--- config.mk ---
export PLATFORM = sky130hd
export DESIGN_NAME = bcd_accumulator
export DESIGN_NICKNAME = d
export VERILOG_FILES = /design/src/rtl/bcd_pkg.sv /design/src/rtl/bcd_digit_add.sv /design/src/rtl/bcd_accumulator.sv
export SDC_FILE = /design/constraint.sdc
export NUM_CORES = 1
export LEC_CHECK = 0
export BUFFER_PORTS_ARGS = -buffer_cell sky130_fd_sc_hd__clkbuf_2
export CORE_MARGIN = 2
export CORE_UTILIZATION = 42
export CTS_CLUSTER_SIZE = 30
export DETAILED_ROUTE_END_ITERATION = 16
export PLACE_DENSITY = 0.6
export SETUP_SLACK_MARGIN = 0.5
export SYNTH_ARGS = -nofsm -noshare
export SYNTH_HDL_FRONTEND = slang
export SYNTH_HIERARCHICAL = 1
export SYNTH_SLANG_ARGS = --single-unit
--- constraint.sdc ---
create_clock -name clk -period 3.64 [get_ports clk]
set_input_delay 0.728 -clock clk [delete_from_list [all_inputs] [get_ports clk]]
set_output_delay 0.728 -clock clk [all_outputs]
set_load 0.01 [all_outputs]
--- src/rtl/bcd_pkg.sv ---
// Shared types and helpers for the BCD score accumulator.
package bcd_pkg;

  typedef enum logic [1:0] {
    IDLE = 2'd0,
    RUN  = 2'd1,
    DONE = 2'd2
  } state_t;

  localparam int         BCD_W    = 4;
  localparam logic [3:0] BCD_NINE = 4'd9;

  // True when a nibble is a legal decimal digit.
  function automatic logic bcd_digit_ok(input logic [BCD_W-1:0] d);
    return (d <= BCD_NINE);
  endfunction

endpackage

--- src/rtl/bcd_digit_add.sv ---
// One-digit BCD adder: binary add of two digits plus carry, then the
// classic decimal correction when the 5-bit result exceeds nine.
module bcd_digit_add
  import bcd_pkg::*;
(
  input  logic [BCD_W-1:0] a,
  input  logic [BCD_W-1:0] b,
  input  logic             cin,
  output logic [BCD_W-1:0] digit,
  output logic             cout
);

  logic [BCD_W:0] raw;
  logic [BCD_W:0] corrected;

  // Binary sum, then subtract ten and carry when it leaves the decimal range.
  always_comb begin
    raw       = {1'b0, a} + {1'b0, b} + {{BCD_W{1'b0}}, cin};
    corrected = raw - 5'd10;
    if (raw > 5'd9) begin
      digit = corrected[BCD_W-1:0];
      cout  = 1'b1;
    end else begin
      digit = raw[BCD_W-1:0];
      cout  = 1'b0;
    end
  end

endmodule

--- src/rtl/bcd_accumulator.sv ---
// Multi-digit packed-BCD running total. Increments are added digit-serially
// through a single one-digit adder; the committed total only changes at the
// end of a full add, on clear, or on reset.
//
// Handshake: a request is taken on a rising edge where add_valid && ready.
// ready is a registered decode of the IDLE state, so it never depends on
// add_valid. Requests seen while ready is low are dropped, not queued.
// The FSM state is held in the internal signal `state` for checkers to bind.
module bcd_accumulator
  import bcd_pkg::*;
#(
  parameter int DIGITS   = 4,
  parameter bit SATURATE = 1'b1
) (
  input  logic                  clk,
  input  logic                  rst,
  input  logic                  clear,
  input  logic                  add_valid,
  input  logic [4*DIGITS-1:0]   add_value,
  output logic                  ready,
  output logic [4*DIGITS-1:0]   sum,
  output logic                  done,
  output logic                  overflow,
  output logic                  err
);

  localparam int               W        = BCD_W * DIGITS;
  localparam int               IDX_W    = (DIGITS > 1) ? $clog2(DIGITS) : 1;
  localparam logic [IDX_W-1:0] LAST_IDX = IDX_W'(DIGITS - 1);
  localparam logic [W-1:0]     ALL_NINES = {DIGITS{BCD_NINE}};

  state_t           state;
  logic [W-1:0]     operand;
  logic [W-1:0]     shadow;
  logic [W-1:0]     shadow_next;
  logic [IDX_W-1:0] idx;
  logic             carry;

  logic [BCD_W-1:0] cur_a;
  logic [BCD_W-1:0] cur_b;
  logic [BCD_W-1:0] dig_res;
  logic             dig_cout;
  logic             value_ok;

  // Select the current digit pair and build the shadow with that digit replaced.
  always_comb begin
    cur_a       = shadow[int'(idx)*BCD_W +: BCD_W];
    cur_b       = operand[int'(idx)*BCD_W +: BCD_W];
    shadow_next = shadow;
    shadow_next[int'(idx)*BCD_W +: BCD_W] = dig_res;
  end

  // A request is legal only when every nibble is a decimal digit.
  always_comb begin
    value_ok = 1'b1;
    for (int i = 0; i < DIGITS; i++) begin
      if (!bcd_digit_ok(add_value[i*BCD_W +: BCD_W])) value_ok = 1'b0;
    end
  end

  bcd_digit_add u_digit_add (
    .a     (cur_a),
    .b     (cur_b),
    .cin   (carry),
    .digit (dig_res),
    .cout  (dig_cout)
  );

  // Control FSM plus datapath registers; all outputs are registered here.
  always_ff @(posedge clk) begin
    if (rst) begin
      state    <= IDLE;
      sum      <= '0;
      overflow <= 1'b0;
      done     <= 1'b0;
      err      <= 1'b0;
      ready    <= 1'b1;
      operand  <= '0;
      shadow   <= '0;
      idx      <= '0;
      carry    <= 1'b0;
    end else if (clear) begin
      // Abort whatever is in flight; the working registers are left as-is
      // because they are reloaded on the next accepted request.
      state    <= IDLE;
      sum      <= '0;
      overflow <= 1'b0;
      done     <= 1'b0;
      err      <= 1'b0;
      ready    <= 1'b1;
    end else begin
      done <= 1'b0;
      err  <= 1'b0;
      case (state)
        IDLE: begin
          if (add_valid && ready) begin
            if (!value_ok) begin
              err <= 1'b1;
            end else begin
              operand <= add_value;
              shadow  <= sum;
              idx     <= '0;
              carry   <= 1'b0;
              state   <= RUN;
              ready   <= 1'b0;
            end
          end
        end
        RUN: begin
          shadow <= shadow_next;
          carry  <= dig_cout;
          idx    <= idx + IDX_W'(1);
          if (idx == LAST_IDX) begin
            // Commit edge: sum never sees the partially updated shadow.
            if (dig_cout) begin
              overflow <= 1'b1;
              sum      <= SATURATE ? ALL_NINES : shadow_next;
            end else begin
              sum <= shadow_next;
            end
            done  <= 1'b1;
            state <= DONE;
          end
        end
        DONE: begin
          state <= IDLE;
          ready <= 1'b1;
        end
        default: begin
          state <= IDLE;
          ready <= 1'b1;
        end
      endcase
    end
  end

endmodule
==> results.md <==
Outcome:
- The flow ran to the end, and the final reports show no timing, DRC or antenna violations.

Timing:
- The final clock period utilization by the worst path is between 90% and 100%.
- Setup violations remaining at the end of the flow were counted as 0.
- The max-slew violation total from the final report is 0.
- Setup repair after global routing could not meet its margin everywhere.
- The relative slew slack is between 40 and 50%.
- The clock skew after layout is around 0.0058 ns.
- Adding up every negative setup slack in the final design gives 0 ns.
- The final-report hold violation count is 0.
- For the finished layout, the period the worst path requires is between 3 and 4 ns.
- Static timing analysis puts the maximum clock frequency at just under 0.3 GHz.
- The slew of the pin with the lowest slew margin is 0.892 ns.

Logic synthesis:
- The number of nets in the synthesized netlist is 371.
- The largest area contributor in the synthesized netlist is sky130_fd_sc_hd__dfxtp_1.
- The adder-cell share of the synthesized area is between 5 and 6%.
- The number of flops mapped to enable cells by yosys is 0.
- Each instance of the synthesized netlist takes up on average just over 9 sq um.
- After Yosys synthesis, and, or, nand and nor cells account for approximately 17% of the synthesized area.
- The main flop type after synthesis is sky130_fd_sc_hd__dfxtp_1.
- The flip-flop and latch count after synthesis is between 50 and 60.
- The share of synthesized area spent on multiplexers is about an eighth.
- Of all flip-flops after synthesis, the portion carrying an async set or reset was 0%.
- After synthesis, the netlist uses 54 different library cells.
- The area share of the leading cell type in the synthesized netlist is a little under two fifths.
- The largest family of logic cells by synthesized area is compound AO/OA/AOI/OAI gates.
- The area of the mapped netlist is about 0.0031 sq mm.
- The XOR/XNOR share of the synthesized area is less than 1%.
- The proportion of synthesized chip area in sequential cells is between 30% and 40%.
- After synthesis, the cell types taking the most area are sky130_fd_sc_hd__dfxtp_1, sky130_fd_sc_hd__o21ai_0, sky130_fd_sc_hd__a21oi_1, sky130_fd_sc_hd__mux4_2, sky130_fd_sc_hd__nor2b_1.
- Yosys printed 6 warnings.
- Synthesis produced a netlist whose cell count is about 340.
- The synthesized netlist devotes ~25% of its cell area to compound gates.

Clock tree:
- The CTS tree is built.
- The number of buffers on the longest clock path is 2.
- The level count of the clock H-tree is 3.
- The clock transition time at the flip-flop clock pins of the worst setup and hold paths is ~0.06 ns.
- In this run, CTS created clock tree buffers numbering 9.
- The cell chosen for the clock root is sky130_fd_sc_hd__clkbuf_8.
- The cts-stage hold buffer count is 0.
- Clock tree synthesis found a total of 57 sinks.
- The clock network latency to the later pin of the worst-skew pair is 0.34 ns.

Placement:
- The placed instances occupy a cell area of ~0.0034 sq mm.
- The total half-perimeter wirelength after legalization and detailed placement is 5410 um.
- The total of buffers placed on input and output ports is 39.
- The routability-driven placement congestion ratio is about 0.85.

Setup path:
- For this design, the slowest cell found on the critical path is sky130_fd_sc_hd__fa_2.
- In this design, the critical path's most frequently occurring cell is sky130_fd_sc_hd__fa_2.
- The setup path with the least slack is of type reg2reg.
- The signal on the critical path passes through mux4_2 > fa_2 > fa_2 > inv_2 > ha_4 > a31o_4 > o31ai_4 > buf_4 > xnor2_4 > a31oi_1 > o31a_1 > nor2_1.
- The arrival time of the worst setup path is 3.72 ns.
- The worst-case register-to-register setup slack is just under 0.2 ns.
- The required time of the worst setup path is around 3.9 ns.
- The worst setup path is captured at a register.
- The kind of start point of the critical path is a register.
- In this run the worst path has a maximum fanout of 4.
- In this design, the stage delay of the slowest critical-path cell is about 0.53 ns.

Power:
- The design draws between 0.001 and 0.0015 W.
- The worst-case IR drop observed on VDD is about 0.24 mV.
- The power per unit of standard cell area is roughly 310 mW/mm^2.
- In this run the static leakage power is 1.46 nW.

GRT:
- The first-pass GRT wire length is 13,200 um.
- The number of antenna violations at the first check in global routing is 0.
- The total overflow left after global routing is 0.
- The number of global-route vias before repair is 2,672.
- The maximum number of pins on one net before global-route repair is 32.
- Global routing used around 20% of the available tracks across all layers.

Cells and area:
- In the layout the commonest cells are sky130_fd_sc_hd__dfxtp_1, sky130_fd_sc_hd__o21ai_0, sky130_fd_sc_hd__clkbuf_2.
- The antenna diode count is 0.
- The layout net count is 418.
- The most common library cell in the layout ignoring fill and taps is sky130_fd_sc_hd__dfxtp_1.
- The design area is 0.00386 sq mm.
- The area added between synthesis and finish is 23.9%.
- The fraction of layout cells with a size suffix above 1 is 34.0%.
- Fill cells in the final layout number slightly below 700.
- The final design utilization is roughly 53%.

Route:
- The final antenna-violating net count is 0.
- After detailed routing, the total wire length is about 7900 um.
- The via total after detailed routing is between 2,000 and 3,000.
- The number of optimization iterations in the first detailed-route pass is 4.
- Using the TritonRoute via totals, the vias-per-cell ratio works out to approximately 5.5.
- The DRC violations left is 0.
- For this block, the initial DRC count from the detailed router was about 130.
- The average routed wire per standard cell is about 16 um.

Floorplanning:
- The floorplan step defined a core boundary enclosing 0.00721 sq mm.
- The horizontal extent of the die is ~90 um.
- From bottom edge to top edge, the die measures ~90 um.
- 40 I/O pins were placed.
- The die covers about 0.008 sq mm.
- The initial utilization of the core area, before any placement, comes to a little over two fifths.
- The number of rows in the core area is 31.

Run:
- Max-cap violations in this run came to 0.

Min path:
- The worst hold path class is reg2reg.
==> critical path, delay by kind of cell (launching register included) <==
family / cells / cell delay [ns]
fa+ha+maj: 3 / 1.08
flops: 1 / 0.37
xor+xnor: 1 / 0.14
mux: 1 / 0.52
simple gates: 1 / 0.08
compound gates: 4 / 0.94
buf+inv: 2 / 0.26
==> cell usage after synthesis (7+ instances only) <==
cell type,instances
sky130_fd_sc_hd__a21oi_1,36
sky130_fd_sc_hd__a31oi_1,11
sky130_fd_sc_hd__clkbuf_1,15
sky130_fd_sc_hd__dfxtp_1,57
sky130_fd_sc_hd__ha_1,10
sky130_fd_sc_hd__mux2_2,7
sky130_fd_sc_hd__mux2i_1,9
sky130_fd_sc_hd__mux4_2,8
sky130_fd_sc_hd__nand2_1,11
sky130_fd_sc_hd__nand3_1,18
sky130_fd_sc_hd__nor2_1,16
sky130_fd_sc_hd__nor2b_1,25
sky130_fd_sc_hd__o21ai_0,40
==> routing by layer <==
layer	track usage [%]	part of all wire, %
met1	27.1	49
met2	31.5	45
met3	4.95	3.9
met4	9.10	2.4
met5	0	0
==> registers in the layout (all words and copies together) (netlist names) <==
name      flops
err           1
state         2
operand      16
shadow       16
carry         1
overflow      1
idx           2
done          1
sum          16
ready         1
==> cell type report <==
| cell class | count | area (sq um) | share of cell area (%) |
|---|---|---|---|
| Clock buffer | 12 | 135 | 3.50 |
| Multi-Input combinational cell | 253 | 2030 | 52.7 |
| Tap cell | 99 | 124 | 3.21 |
| Sequential cell | 57 | 1140 | 29.7 |
| Clock inverter | 4 | 20.0 | 0.519 |
| Timing Repair Buffer | 60 | 380 | 9.86 |
| Inverter | 5 | 18.8 | 0.487 |
==> report_power, final <==
part	switching, W	internal (W)
registers	0.00000264	0.000628
clock network	0.000244	0.000242
logic	0.0000582	0.0000327
total	0.000305	0.000903
==> per-stage QoR <==
stage | hold WS (ns) | instances | worst slack (ns)
finish | 0.478 | 490 | 0.194
global route | 0.495 | 490 | 0.0932
CTS | 0.473 | 485 | 0.236
detailed placement | 0.458 | 459 | 0.149
global placement | 0.454 | 459 | 0.236
floorplan | 0.443 | 339 | 0.148
==> logic make-up after synthesis <==
kind of cell    count (synthesis)
flops                          57
buf+inv                        29
mux                            25
compound gates                124
fa+ha+maj                      12
simple gates                   90
xor+xnor                        2
==> worst paths after layout <==
path / startpoint / endpoint / depth (start not counted)
max: idx[0] / sum[1] / 12
min: shadow[14] / shadow[14] / 2
max reg2reg: idx[0] / sum[1] / 12
min reg2reg: shadow[14] / shadow[14] / 2
==> timing repair <==
action | 4_1_cts | 5_1_grt
resized for setup | 18 | 14
setup endpoints to repair | 29 | 30
pin swaps | 12 | 8
buffers inserted | 10 | 5
Note: power is estimated with default switching activity, not from simulation.
